### config.mk
export PLATFORM = sky130hd
export DESIGN_NAME = clint_mtime_flat
export DESIGN_NICKNAME = d
export VERILOG_FILES = /design/src/rtl/clint_mtime_if.sv /design/src/rtl/clint_mtime.sv /design/src/flat_wrapper.sv
export SDC_FILE = /design/constraint.sdc
export NUM_CORES = 1
export LEC_CHECK = 0
export BUFFER_PORTS_ARGS = -buffer_cell sky130_fd_sc_hd__buf_2
export CAP_MARGIN = 40
export CORE_UTILIZATION = 48
export CTS_CLUSTER_SIZE = 20
export DETAILED_ROUTE_END_ITERATION = 10
export PLACE_DENSITY = 0.79
export SYNTH_ARGS = -nofsm -noshare
export SYNTH_HDL_FRONTEND = slang
export SYNTH_SLANG_ARGS = --single-unit
### constraint.sdc
create_clock -name clock -period 2.9 [get_ports clock]
set_clock_uncertainty 0.1 [all_clocks]
set_input_delay 0.29 -clock clock [delete_from_list [all_inputs] [get_ports clock]]
set_output_delay 0.29 -clock clock [all_outputs]
set_load 0.05 [all_outputs]
### src/rtl/clint_mtime_if.sv
// AXI4-Lite read-only channel (AR + R) between the bus arbiter and clint_mtime.
interface clint_mtime_if;
  logic [31:0] araddr;
  logic        arvalid;
  logic        arready;
  logic        rready;
  logic [31:0] rdata;
  logic [1:0]  rresp;
  logic        rvalid;

  modport master (
    output araddr, arvalid, rready,
    input  arready, rdata, rresp, rvalid
  );

  modport slave (
    input  araddr, arvalid, rready,
    output arready, rdata, rresp, rvalid
  );
endinterface

### src/rtl/clint_mtime.sv
// Free-running 64-bit mtime exposed as two read-only AXI4-Lite words.
// Optional macro CLINT_HI_LATCH_EN: low-word read snapshots the high word for a tear-free 64-bit read.
//
// state   | meaning
// --------+------------------------------------------------------
// ST_IDLE | arready=1, waiting for an AR handshake
// ST_RESP | rvalid=1, rdata/rresp held until rready is sampled
module clint_mtime #(
  parameter logic [31:0] MTIME_LO_ADDR = 32'hA000_0048,
  parameter logic [31:0] MTIME_HI_ADDR = 32'hA000_004C
) (
  input  logic         clock,
  input  logic         reset,
  clint_mtime_if.slave bus
);

  localparam logic [1:0] RESP_OKAY   = 2'b00;
  localparam logic [1:0] RESP_SLVERR = 2'b10;

  typedef enum logic {
    ST_IDLE = 1'b0,
    ST_RESP = 1'b1
  } state_e;

  state_e      state_q;
  logic [63:0] mtime_q;
  logic [63:0] mtime_d;
  logic        arready_q;
  logic        rvalid_q;
  logic [31:0] rdata_q;
  logic [31:0] rdata_d;
  logic [1:0]  rresp_q;
  logic [1:0]  rresp_d;
  logic [31:0] hi_word;
  logic        hit_lo;
  logic        hit_hi;

  // Counter never stalls; the full 64-bit add carries across the word boundary in one edge.
  assign mtime_d = mtime_q + 64'd1;

  always_ff @(posedge clock) begin
    if (reset) begin
      mtime_q <= '0;
    end else begin
      mtime_q <= mtime_d;
    end
  end

  assign hit_lo = (bus.araddr == MTIME_LO_ADDR);
  assign hit_hi = (bus.araddr == MTIME_HI_ADDR);

`ifdef CLINT_HI_LATCH_EN
  logic [31:0] shadow_q;

  always_ff @(posedge clock) begin
    if (reset) begin
      shadow_q <= '0;
    end else if ((state_q == ST_IDLE) && bus.arvalid && hit_lo) begin
      shadow_q <= mtime_q[63:32];
    end
  end

  assign hi_word = shadow_q;
`else
  assign hi_word = mtime_q[63:32];
`endif

  always_comb begin
    rdata_d = '0;
    rresp_d = RESP_SLVERR;
    if (hit_lo) begin
      rdata_d = mtime_q[31:0];
      rresp_d = RESP_OKAY;
    end else if (hit_hi) begin
      rdata_d = hi_word;
      rresp_d = RESP_OKAY;
    end
  end

  // rdata/rresp keep the last response after the R handshake until the next AR handshake.
  always_ff @(posedge clock) begin
    if (reset) begin
      state_q   <= ST_IDLE;
      arready_q <= 1'b1;
      rvalid_q  <= 1'b0;
      rdata_q   <= '0;
      rresp_q   <= RESP_OKAY;
    end else begin
      case (state_q)
        ST_IDLE: begin
          if (bus.arvalid) begin
            state_q   <= ST_RESP;
            arready_q <= 1'b0;
            rvalid_q  <= 1'b1;
            rdata_q   <= rdata_d;
            rresp_q   <= rresp_d;
          end
        end
        ST_RESP: begin
          if (bus.rready) begin
            state_q   <= ST_IDLE;
            arready_q <= 1'b1;
            rvalid_q  <= 1'b0;
          end
        end
      endcase
    end
  end

  assign bus.arready = arready_q;
  assign bus.rvalid  = rvalid_q;
  assign bus.rdata   = rdata_q;
  assign bus.rresp   = rresp_q;

endmodule

### src/flat_wrapper.sv
// flat-port wrapper written by rule: the top's interface ports become plain ports
module clint_mtime_flat 
#(
  parameter logic [31:0] MTIME_LO_ADDR = 32'hA000_0048,
  parameter logic [31:0] MTIME_HI_ADDR = 32'hA000_004C
)
  (clock, reset, bus_araddr, bus_arvalid, bus_rready, bus_arready, bus_rdata, bus_rresp, bus_rvalid);
  clint_mtime_if bus_i ();
  input  logic clock;
  input  logic reset;
  input wire logic [$bits(bus_i.araddr)-1:0] bus_araddr;
  input wire logic [$bits(bus_i.arvalid)-1:0] bus_arvalid;
  input wire logic [$bits(bus_i.rready)-1:0] bus_rready;
  output wire logic [$bits(bus_i.arready)-1:0] bus_arready;
  output wire logic [$bits(bus_i.rdata)-1:0] bus_rdata;
  output wire logic [$bits(bus_i.rresp)-1:0] bus_rresp;
  output wire logic [$bits(bus_i.rvalid)-1:0] bus_rvalid;
  assign bus_i.araddr = bus_araddr;
  assign bus_i.arvalid = bus_arvalid;
  assign bus_i.rready = bus_rready;
  assign bus_arready = bus_i.arready;
  assign bus_rdata = bus_i.rdata;
  assign bus_rresp = bus_i.rresp;
  assign bus_rvalid = bus_i.rvalid;
  clint_mtime #(.MTIME_LO_ADDR(MTIME_LO_ADDR), .MTIME_HI_ADDR(MTIME_HI_ADDR)) u_core (.clock(clock), .reset(reset), .bus(bus_i));
endmodule
==> metrics.md <==
| Metric | Value |
|---|---|
| CP max stage delay | `0.52 ns` |
| VDD IR max | `0.308 mV` |
| TritonCTS clock tree | `built` |
| Post-CTS Setup Inserts | `0` |
| Post-route antenna net violation count | `0` |
| Wire length per cell | `14.3 um` |
| Floorplan die width | `101 um` |
| Core box area | `0.00937 mm2` |
| TritonRoute pass-1 iters | `4` |
| TritonCTS Buffers | `9` |
| Cell family with most CP delay | `simple AND/OR/NAND/NOR gates` |
| Full die area | `0.0102 mm2` |
| Static leakage | `1.99 nW` |
| Maximum fanout along the worst path | `9` |
| Cts hold-fix bufs | `0` |
| Max-slew violations | `0` |
| Vias per cell | `5.47` |
| Initial Utilization | `0.502` |
| Gr ovfl total | `0` |
| Slowest cell on crit path | `or4_1` |
| Post-Route WL | `10700 um` |
| Max-cap violations | `0` |
| Synthesized cell area | `0.00470 mm2` |
| CP required | `3.09 ns` |
| Vias in the first global route | `3895` |
| Final period util | `0.864` |
| RSZ-0062 raised after global routing | `false` |
| Stages on the worst setup path | `6` |
| Synth Warn # | `0` |
| Startpoint types | `register` |
| Period minus WS final | `2.51 ns` |
| Syn Area/Cell | `8.42 um2` |
| Seq/Total Area, Yosys | `0.426` |
| Data arrival time of the worst path | `2.70 ns` |
| Min-delay src | `bus_rready` |
| Final GP Congestion | `0.846` |
| Critical path cell sequence | `ha_1, nand2_1, nor4_2, nand4_1, or4_1, a21oi_1` |
| Port Buf Inserts | `70` |
| Max H-tree Level | `3` |
| RR Endpoint | `u_core.mtime_q[60]$_SDFF_PP0_` |
| Layout cells sized above 1 | `0.165` |
| Measured slew at the worst slew-check pin | `0.604 ns` |
| Setup violators final | `0` |
| Hold Path Class | `input port to register` |
| Worst Setup End Kind | `register` |
| Seq cells post-synth | `100` |
| Syn-to-layout area delta | `14.5%` |
| CP startpoint | `u_core.mtime_q[0]$_SDFF_PP0_` |
| Fin. Hold Viols | `0` |
| # rows | `35` |
| Root Buffer | `clkbuf_8` |
| Die H | `101 um` |
| CTS Buffer Depth | `2` |
| Setup ws final | `0.394 ns` |
| Status | `finished, final reports clean` |
| Reg2reg setup slack | `0.39 ns` |
| Cell count after synthesis | `559` |
| Max Fclk | `399 MHz` |
| Largest net degree at the start of global routing | `53` |
| Worst Setup Path Type | `register to register` |
| Starting DRT DRC Count | `201` |
| Register clock-pin slew on the reported worst setup and hold paths | `0.09 ns` |
| Max_slew headroom | `0.594` |
| Netlist cell types | `39` |
| R2R cell count | `6` |
| Post-route setup TNS | `0 ns` |
| Initial antenna violation count | `0` |
| Clock sink count | `100` |
| Clock latency on the worst-skew pair | `0.36 ns` |
| Global-route wire length before repair | `18000 um` |
| Worst slack, placed | `0.423 ns` |
| Post-route DRC violation count | `0` |
| Worst path bufs/invs | `0` |
| Setup crit end | `u_core.mtime_q[60]$_SDFF_PP0_` |
| FF-to-FF Start | `u_core.mtime_q[0]$_SDFF_PP0_` |
| Post-DP HPWL | `7470 um` |
| Power density cells | `464 mW/mm2` |
| Cts repair resizes | `0` |
| N_diodes | `0` |
| DR vias | `4098` |
| Gr usage total | `0.221` |
| Io pins | `72` |
| Nets@finish | `653` |
| Synthesized Nets | `596` |
[sequential cells by signal (all words and copies together) (netlist names)]
name                flops
u_core.mtime_q         64
u_core.bus.rdata       32
u_core.bus.arready      1
u_core.bus.rresp        1
u_core.bus.rvalid       1
u_core.state_q          1
[kinds of logic after synthesis]
family	Yosys count	synth area share
simple gates	262	0.304
flops	100	0.426
compound gates	90	0.103
buf+inv	38	0.0311
xor+xnor	35	0.0652
mux	32	0.0681
fa+ha+maj	1	0.00266
other cells	1	0.000797
[tightest hold or removal path, cell delays in order]
cell      delay [ns]
buf_2           0.09
a21oi_1         0.06
o21bai_1        0.10
[synthesized netlist by cell type (all sizes together)]
master  number  share of area
a21bo        1         0.0021
a21oi       28          0.030
a31o         2         0.0037
and2         5         0.0066
and3        11          0.015
and4         8          0.015
buf          2         0.0024
clkbuf      30          0.024
conb         1        0.00080
dfxtp      100           0.43
ha           1         0.0027
inv          6         0.0048
mux2i       32          0.068
nand2       54          0.043
nand2b       1         0.0013
nand3       27          0.029
nand3b       3         0.0048
nand4       24          0.033
nand4b       2         0.0037
nor2        41          0.033
nor2b       35          0.047
nor3         8         0.0085
nor4        15          0.023
nor4b        3         0.0056
o21ai       53          0.056
o21ba        1         0.0021
o21bai       1         0.0016
o31a         1         0.0019
o31ai        2         0.0032
o41ai        1         0.0019
or3         19          0.025
or4          5         0.0096
or4b         1         0.0021
xnor2       16          0.030
xor2        19          0.035
[power by group]
| part | internal [mW] | leakage, nW | switching [mW] |
|---|---|---|---|
| sequential | 1.38 | 0.807 | 0.00725 |
| combinational | 0.0430 | 1.07 | 0.0739 |
| clock | 0.527 | 0.111 | 0.471 |
| total | 1.95 | 1.99 | 0.552 |
[per-layer routing]
layer | track usage | wire length (um)
met5 | 0 | 0
met4 | 0.0635 | 94
met3 | 0.0354 | 431
met2 | 0.384 | 5280
met1 | 0.282 | 4880
[cell usage in the layout, fill, tap and decap left out, drive strengths merged, types with 2 or more instances in the layout]
cell type	synthesis	final
a21oi	28	28
buf	2	78
or4	5	5
a31o	2	2
nor4	15	15
nor4b	3	3
nand3	27	27
mux2i	32	32
xnor2	16	16
dfxtp	100	100
nor2b	35	35
and3	11	11
o31ai	2	2
nand2	54	54
inv	6	6
nand4	24	24
nand3b	3	3
or3	19	19
bufinv	0	2
nand4b	2	2
nor3	8	8
o21ai	53	53
and4	8	8
xor2	19	19
clkbuf	30	11
and2	5	5
nor2	41	41
[how the worst min path moves through the flow]
stage,depth (start not counted),endpoint
after floorplan,1,u_core.mtime_q[0]$_SDFF_PP0_
after global placement,1,u_core.mtime_q[0]$_SDFF_PP0_
after detailed placement,1,u_core.mtime_q[0]$_SDFF_PP0_
after CTS,3,u_core.bus.arready$_SDFFE_PP1P_
after global routing,3,u_core.state_q$_SDFF_PP0_
final,3,u_core.bus.arready$_SDFFE_PP1P_
[metrics by stage]
stage / instances / cell area (um2) / hold WS, ns / utilization / total power [mW]
finish: 749 / 5390 / 0.0955 / 0.575 / 2.50
global route: 749 / 5390 / 0.109 / 0.575 / 2.58
CTS: 749 / 5390 / 0.0887 / 0.575 / 2.52
detailed placement: 734 / 5160 / 0.361 / 0.551 / 1.54
global placement: 734 / 5160 / 0.353 / 0.551 / 1.54
floorplan: 559 / 4700 / 0.337 / - / 1.50
[final cells by class]
class / instances / area (um2)
Tap cell: 129 / 161
Inverter: 6 / 22.5
Timing Repair Buffer: 78 / 423
Sequential cell: 100 / 2000
Clock inverter: 4 / 72.6
Fill cell: 863 / 3980
Multi-Input combinational cell: 421 / 2560
Clock buffer: 11 / 151
No activity file was read; power rests on OpenSTA's default activity.
